[src/rtl/cdb_arbiter.sv]
// Result broadcast (CDB) arbiter: one holding slot per functional unit, round-robin
// grant of one result per cycle onto a registered wakeup/forwarding bus.
module cdb_arbiter #(
    parameter int NREQ   = 4,
    parameter int TAG_W  = 6,
    parameter int DATA_W = 32,
    parameter int NUM_W  = 32,
    localparam int PTR_W = (NREQ > 1) ? $clog2(NREQ) : 1,
    localparam int CNT_W = $clog2(NREQ + 1)
) (
    input  logic                     CLK,
    input  logic                     RESET,
    input  logic                     STALL,
    input  logic                     FLUSH,
    input  logic [NREQ-1:0]          req_valid,
    input  logic [NREQ*TAG_W-1:0]    req_map,
    input  logic [NREQ*DATA_W-1:0]   req_val,
    input  logic [NREQ*NUM_W-1:0]    req_num,
    output logic [NREQ-1:0]          req_ready,
    output logic                     exe_broadcast,
    output logic [TAG_W-1:0]         exe_broadcast_map,
    output logic [DATA_W-1:0]        exe_broadcast_val,
    output logic [NUM_W-1:0]         broadcast_instr_num,
    output logic [CNT_W-1:0]         pending
);

    logic [NREQ-1:0]              slot_v_q,   slot_v_d;
    logic [NREQ-1:0][TAG_W-1:0]   slot_map_q, slot_map_d;
    logic [NREQ-1:0][DATA_W-1:0]  slot_val_q, slot_val_d;
    logic [NREQ-1:0][NUM_W-1:0]   slot_num_q, slot_num_d;
    logic [PTR_W-1:0]             rr_ptr_q,   rr_ptr_d;
    logic                         bc_v_q,     bc_v_d;
    logic [TAG_W-1:0]             bc_map_q,   bc_map_d;
    logic [DATA_W-1:0]            bc_val_q,   bc_val_d;
    logic [NUM_W-1:0]             bc_num_q,   bc_num_d;

    logic [NREQ-1:0]              elig_s;
    logic [NREQ-1:0]              drop_s;
    logic [NREQ-1:0]              grant_s;
    logic [NREQ-1:0]              accept_s;
    logic                         grant_any_s;
    logic [PTR_W-1:0]             grant_idx_s;
    logic [PTR_W:0]               pick_s;

    // First set bit of elig at or above ptr, wrapping modulo NREQ; MSB flags a hit.
    function automatic logic [PTR_W:0] rr_pick(input logic [NREQ-1:0] elig,
                                               input logic [PTR_W-1:0] ptr);
        logic [PTR_W:0] res;
        logic [PTR_W:0] sum;
        res = '0;
        for (int k = NREQ - 1; k >= 0; k--) begin
            sum = {1'b0, ptr} + (PTR_W+1)'(k);
            if (sum >= (PTR_W+1)'(NREQ)) begin
                sum = sum - (PTR_W+1)'(NREQ);
            end else begin
                sum = sum;
            end
            if (elig[sum[PTR_W-1:0]]) begin
                res = {1'b1, sum[PTR_W-1:0]};
            end else begin
                res = res;
            end
        end
        return res;
    endfunction

    function automatic logic [CNT_W-1:0] popcount(input logic [NREQ-1:0] v);
        logic [CNT_W-1:0] c;
        c = '0;
        for (int i = 0; i < NREQ; i++) begin
            c = c + {{(CNT_W-1){1'b0}}, v[i]};
        end
        return c;
    endfunction

    // Slot classification, round-robin grant and the ready/accept handshake.
    always_comb begin
        elig_s      = '0;
        drop_s      = '0;
        grant_s     = '0;
        for (int i = 0; i < NREQ; i++) begin
            elig_s[i] = slot_v_q[i] & (slot_map_q[i] != '0);
            drop_s[i] = slot_v_q[i] & (slot_map_q[i] == '0);
        end
        pick_s      = rr_pick(elig_s, rr_ptr_q);
        grant_any_s = pick_s[PTR_W];
        grant_idx_s = pick_s[PTR_W-1:0];
        for (int i = 0; i < NREQ; i++) begin
            grant_s[i] = grant_any_s & (grant_idx_s == PTR_W'(i));
        end
        // Ready never looks at req_valid, so requesters can't form a loop through it.
        req_ready = {NREQ{RESET & ~STALL & ~FLUSH}} & (~slot_v_q | grant_s | drop_s);
        accept_s  = req_valid & req_ready;
    end

    // Next-state for slots, pointer and broadcast registers; FLUSH beats STALL.
    always_comb begin
        slot_v_d   = slot_v_q;
        slot_map_d = slot_map_q;
        slot_val_d = slot_val_q;
        slot_num_d = slot_num_q;
        rr_ptr_d   = rr_ptr_q;
        bc_v_d     = bc_v_q;
        bc_map_d   = bc_map_q;
        bc_val_d   = bc_val_q;
        bc_num_d   = bc_num_q;
        if (FLUSH) begin
            slot_v_d = '0;
            rr_ptr_d = '0;
            bc_v_d   = 1'b0;
            bc_map_d = '0;
            bc_val_d = '0;
            bc_num_d = '0;
        end else if (STALL) begin
            slot_v_d = slot_v_q;
        end else begin
            for (int i = 0; i < NREQ; i++) begin
                // A reload wins over the clear from a same-edge grant or drop.
                if (accept_s[i]) begin
                    slot_v_d[i]   = 1'b1;
                    slot_map_d[i] = req_map[i*TAG_W +: TAG_W];
                    slot_val_d[i] = req_val[i*DATA_W +: DATA_W];
                    slot_num_d[i] = req_num[i*NUM_W +: NUM_W];
                end else if (grant_s[i] | drop_s[i]) begin
                    slot_v_d[i] = 1'b0;
                end else begin
                    slot_v_d[i] = slot_v_q[i];
                end
            end
            if (grant_any_s) begin
                bc_v_d   = 1'b1;
                bc_map_d = slot_map_q[grant_idx_s];
                bc_val_d = slot_val_q[grant_idx_s];
                bc_num_d = slot_num_q[grant_idx_s];
                if (grant_idx_s == PTR_W'(NREQ - 1)) begin
                    rr_ptr_d = '0;
                end else begin
                    rr_ptr_d = grant_idx_s + PTR_W'(1);
                end
            end else begin
                bc_v_d   = 1'b0;
                bc_map_d = '0;
                bc_val_d = '0;
                bc_num_d = '0;
                rr_ptr_d = rr_ptr_q;
            end
        end
    end

    // State and broadcast registers; RESET discards everything asynchronously.
    always_ff @(posedge CLK or negedge RESET) begin
        if (!RESET) begin
            slot_v_q   <= '0;
            slot_map_q <= '0;
            slot_val_q <= '0;
            slot_num_q <= '0;
            rr_ptr_q   <= '0;
            bc_v_q     <= 1'b0;
            bc_map_q   <= '0;
            bc_val_q   <= '0;
            bc_num_q   <= '0;
        end else begin
            slot_v_q   <= slot_v_d;
            slot_map_q <= slot_map_d;
            slot_val_q <= slot_val_d;
            slot_num_q <= slot_num_d;
            rr_ptr_q   <= rr_ptr_d;
            bc_v_q     <= bc_v_d;
            bc_map_q   <= bc_map_d;
            bc_val_q   <= bc_val_d;
            bc_num_q   <= bc_num_d;
        end
    end

    assign exe_broadcast       = bc_v_q;
    assign exe_broadcast_map   = bc_map_q;
    assign exe_broadcast_val   = bc_val_q;
    assign broadcast_instr_num = bc_num_q;
    assign pending             = popcount(slot_v_q);

endmodule
[config.mk]
export PLATFORM = sky130hd
export DESIGN_NAME = cdb_arbiter
export DESIGN_NICKNAME = d
export VERILOG_FILES = /design/src/rtl/cdb_arbiter.sv
export SDC_FILE = /design/constraint.sdc
export NUM_CORES = 1
export LEC_CHECK = 0
export CORE_MARGIN = 2
export CORE_UTILIZATION = 50
export CTS_CLUSTER_SIZE = 24
export DETAILED_ROUTE_END_ITERATION = 16
export PLACE_DENSITY = 0.9
export SLEW_MARGIN = 20
export SYNTH_ARGS = -nofsm -noshare
export SYNTH_HDL_FRONTEND = slang
export SYNTH_SLANG_ARGS = --single-unit
[constraint.sdc]
create_clock -name CLK -period 4.2 [get_ports CLK]
set_input_delay 0.84 -clock CLK [delete_from_list [all_inputs] [get_ports CLK]]
set_output_delay 0.84 -clock CLK [all_outputs]
set_load 0.005 [all_outputs]
==> flow_summary.toml <==
[timing]
hold_violations = 0
layout_worst_path_cycle_share = 0.972
final.min_clock_period_ps = 4080
max_slew.worst_pin.slew_ps = 976
finalSetupViolations = 0
finClkSkew_ps = 17.5
maxSlewHeadroom = 0.349
slew_viol_final = 0
unrepaired_setup_endpoints_after_global_routing = "no"
setup_tns_ps = 0
highest_clock_frequency_the_design_can_meet_mhz = 245

[logic_synthesis]
syn_inst = 1158
synth_most_common_cell = "sky130_fd_sc_hd__dfrtp_1"
synthesis.area_per_instance_um2 = 13.6
netlist_top_cells_count = "sky130_fd_sc_hd__dfrtp_1 (357), sky130_fd_sc_hd__nand3_1 (143), sky130_fd_sc_hd__mux2_2 (114)"
synthDistinctLibCells = 40
syn-cell-area_mm2 = 0.0157
ys_seq_elements = 357
async_reset_ff_frac = 1.00
yosys-top-cells-area = "sky130_fd_sc_hd__dfrtp_1 (57%), sky130_fd_sc_hd__mux2_2 (8.2%), sky130_fd_sc_hd__mux2_1 (6.9%), sky130_fd_sc_hd__mux2_4 (6.6%), sky130_fd_sc_hd__nand3_1 (4.5%)"
netlist.area_leader.share = 0.567
synth_largest_area_cell = "sky130_fd_sc_hd__dfrtp_1"
seq_area_frac_synth = 0.567
ys_warn_count = 0
synth_nets = 1450
number_of_enable_type_register_cells_in_the_synthesized_netlist = 0
postSynth.topFlopCell = "sky130_fd_sc_hd__dfrtp_1"

[die]
die_area_mm2 = 0.0329
design.core.area_mm2 = 0.0308
die_x_um = 181
start_util = 0.511
dieHeight_um = 181
top_level_ports = 366
placementRows = 64

[cts]
cts_buffers = 39
clkSinkCount = 357
postCtsSetupBuffers = 0
tritoncts = "built"
ctsResizeCount = 2
clock_insertion_delay_worst_skew_ps = 510
clk_transition_reported_paths_ps = 60
ctsRootBufferMaster = "sky130_fd_sc_hd__clkbuf_16"
htree_depth = 2
max-clock-path-buffers = 3
cts_hold_buffers = 0

[route]
drtIter0Drc = 800
routed_wl_mm = 44.5
drtPass1Iterations = 5
routed-via-count = 11400
ant_nets = 0
post-route-drc-count = 0
post_drt_via_cell_ratio = 5.91
wl_per_cell_um = 23.2

[global_routing]
grt_pass1_wl_mm = 70.4
grt_start_max_net_pins = 163
overflow = 0
first_global_vias = 12700
number_of_antenna_violations_at_the_first_check_in_global_routing = 3
grt_resource_usage_total = 0.273

[power]
powerDensity_mw_per_mm2 = 457
leakagePower_uw = 0.00924
totalPowerFinal_uw = 9590
worst_ir_drop_vdd_mv = 0.320

[place]
port_buffers = 365
post-dp-hpwl_mm = 29.4
routabilityCongestion = 0.861

[critical_path]
cp_slowest_cell = "sky130_fd_sc_hd__or4_4"
cpLargestDelayFamily = "simple AND/OR/NAND/NOR gates"
cp-start-kind = "register"
crit_path_max_fanout = 9
timing.critical_path.cells = "or4_4, o31a_2, mux2i_1, o211a_4, inv_6, ha_1, nor2_1, nor2_4, clkdlybuf4s50_1"
end_kind = "primary output"
worst_path_largest_cell_delay_ps = 550
path_buf_inv = 2
crit_arrival_ps = 3240
critical_path_class = "reg -> out"
timing.critical_path.required_ps = 3360

[layout]
final_nets = 1789
final_layout_size_suffix_gt1_frac = 0.185
syn2layout_area_growth_pct = 33.4
final.fill_count = 2079

[hold_path]
min_path_type = "in -> async"

[flow_run]
drv.max_cap_violation_count = 0

[status]
status = "finished, final reports clean"
==> flip-flops by register name, summed over array words and instances, names as in the netlist <==
| register | flops |
|---|---|
| broadcast_instr_num | 32 |
| exe_broadcast_val | 32 |
| slot_map_q | 24 |
| slot_val_q | 128 |
| slot_num_q | 128 |
| slot_v_q | 4 |
| rr_ptr_q | 2 |
| exe_broadcast_map | 6 |
| exe_broadcast | 1 |
==> path summary, 6_finish.rpt <==
| path | start | end | slack (ps) | depth (start not counted) |
|---|---|---|---|---|
| max | slot_map_q[14] | req_ready[2] | 120 | 9 |
| min | RESET | slot_val_q[87] | 200 | 1 |
| max reg2reg | slot_map_q[14] | slot_val_q[72] | 880 | 11 |
| min reg2reg | exe_broadcast_val[2] | exe_broadcast_val[2] | 490 | 2 |
| max in group asynchronous | RESET | slot_num_q[24] | 2080 | 3 |
| min in group CLK | exe_broadcast_val[2] | exe_broadcast_val[2] | 490 | 2 |
==> cells in the final DEF (no fill, tap or decap), types with 4 or more instances in the layout <==
cell	count
sky130_fd_sc_hd__nand2_1	74
sky130_fd_sc_hd__mux2_2	114
sky130_fd_sc_hd__clkbuf_16	41
sky130_fd_sc_hd__o21ai_0	5
sky130_fd_sc_hd__dfrtp_1	357
sky130_fd_sc_hd__clkinv_2	6
sky130_fd_sc_hd__clkbuf_1	9
sky130_fd_sc_hd__nor2_1	11
sky130_fd_sc_hd__clkbuf_8	6
sky130_fd_sc_hd__clkdlybuf4s50_1	364
sky130_fd_sc_hd__mux2_4	69
sky130_fd_sc_hd__bufinv_16	4
sky130_fd_sc_hd__buf_4	10
sky130_fd_sc_hd__nand3_1	143
sky130_fd_sc_hd__a21oi_1	13
sky130_fd_sc_hd__mux2i_1	71
sky130_fd_sc_hd__buf_12	11
sky130_fd_sc_hd__mux2_1	97
sky130_fd_sc_hd__o2111ai_1	70
sky130_fd_sc_hd__inv_1	6
==> per-layer routing <==
| metal | wire length, um | GRT usage | vias up | part of all wire |
|---|---|---|---|---|
| met4 | 2110 | 0.126 | 0 | 0.047 |
| met2 | 22000 | 0.462 | 505 | 0.49 |
| met5 | 0 | 0 | - | 0 |
| met1 | 17200 | 0.336 | 5803 | 0.39 |
| li1 | - | - | 4913 | - |
| met3 | 3240 | 0.0596 | 129 | 0.073 |
==> cell families after synthesis <==
logic type | Yosys count | share of synthesized area
flip-flops | 357 | 0.567
multiplexers | 351 | 0.262
AND/OR/NAND/NOR | 239 | 0.0699
AO/OA/AOI/OAI | 112 | 0.0565
buffers and inverters | 95 | 0.0408
adder cells (fa/ha/maj) | 4 | 0.00366
==> metrics by stage <==
step                      hold WS, ps   util  setup WS (ps)  area (um^2)  instances
after floorplan                   459      -            729        15700       1158
after global placement            470  0.638            526        19700       1852
after detailed placement          478  0.638            452        19700       1852
after CTS                         191  0.680           39.8        21000       1919
after global routing              214  0.681           6.90        21000       1921
final                             199  0.681            120        21000       1922
==> where the power goes <==
group          switching (uW)  internal (uW)
combinational             627            984
sequential                407           4100
clock                    1350           2130
total                    2380           7210
==> area by class of cell <==
type                    instances  area [um^2]  area share
flip-flops and latches        357         8930       0.425
multi-input cells             706         6280       0.299
repair buffers                386         3950       0.188
clock buffers                  56         1140      0.0544
well taps                     396          495      0.0236
clock inverters                11          158     0.00750
inverters                       7         31.3     0.00149
diodes                          3         7.51    0.000357
(Power assumes the default switching activity.)
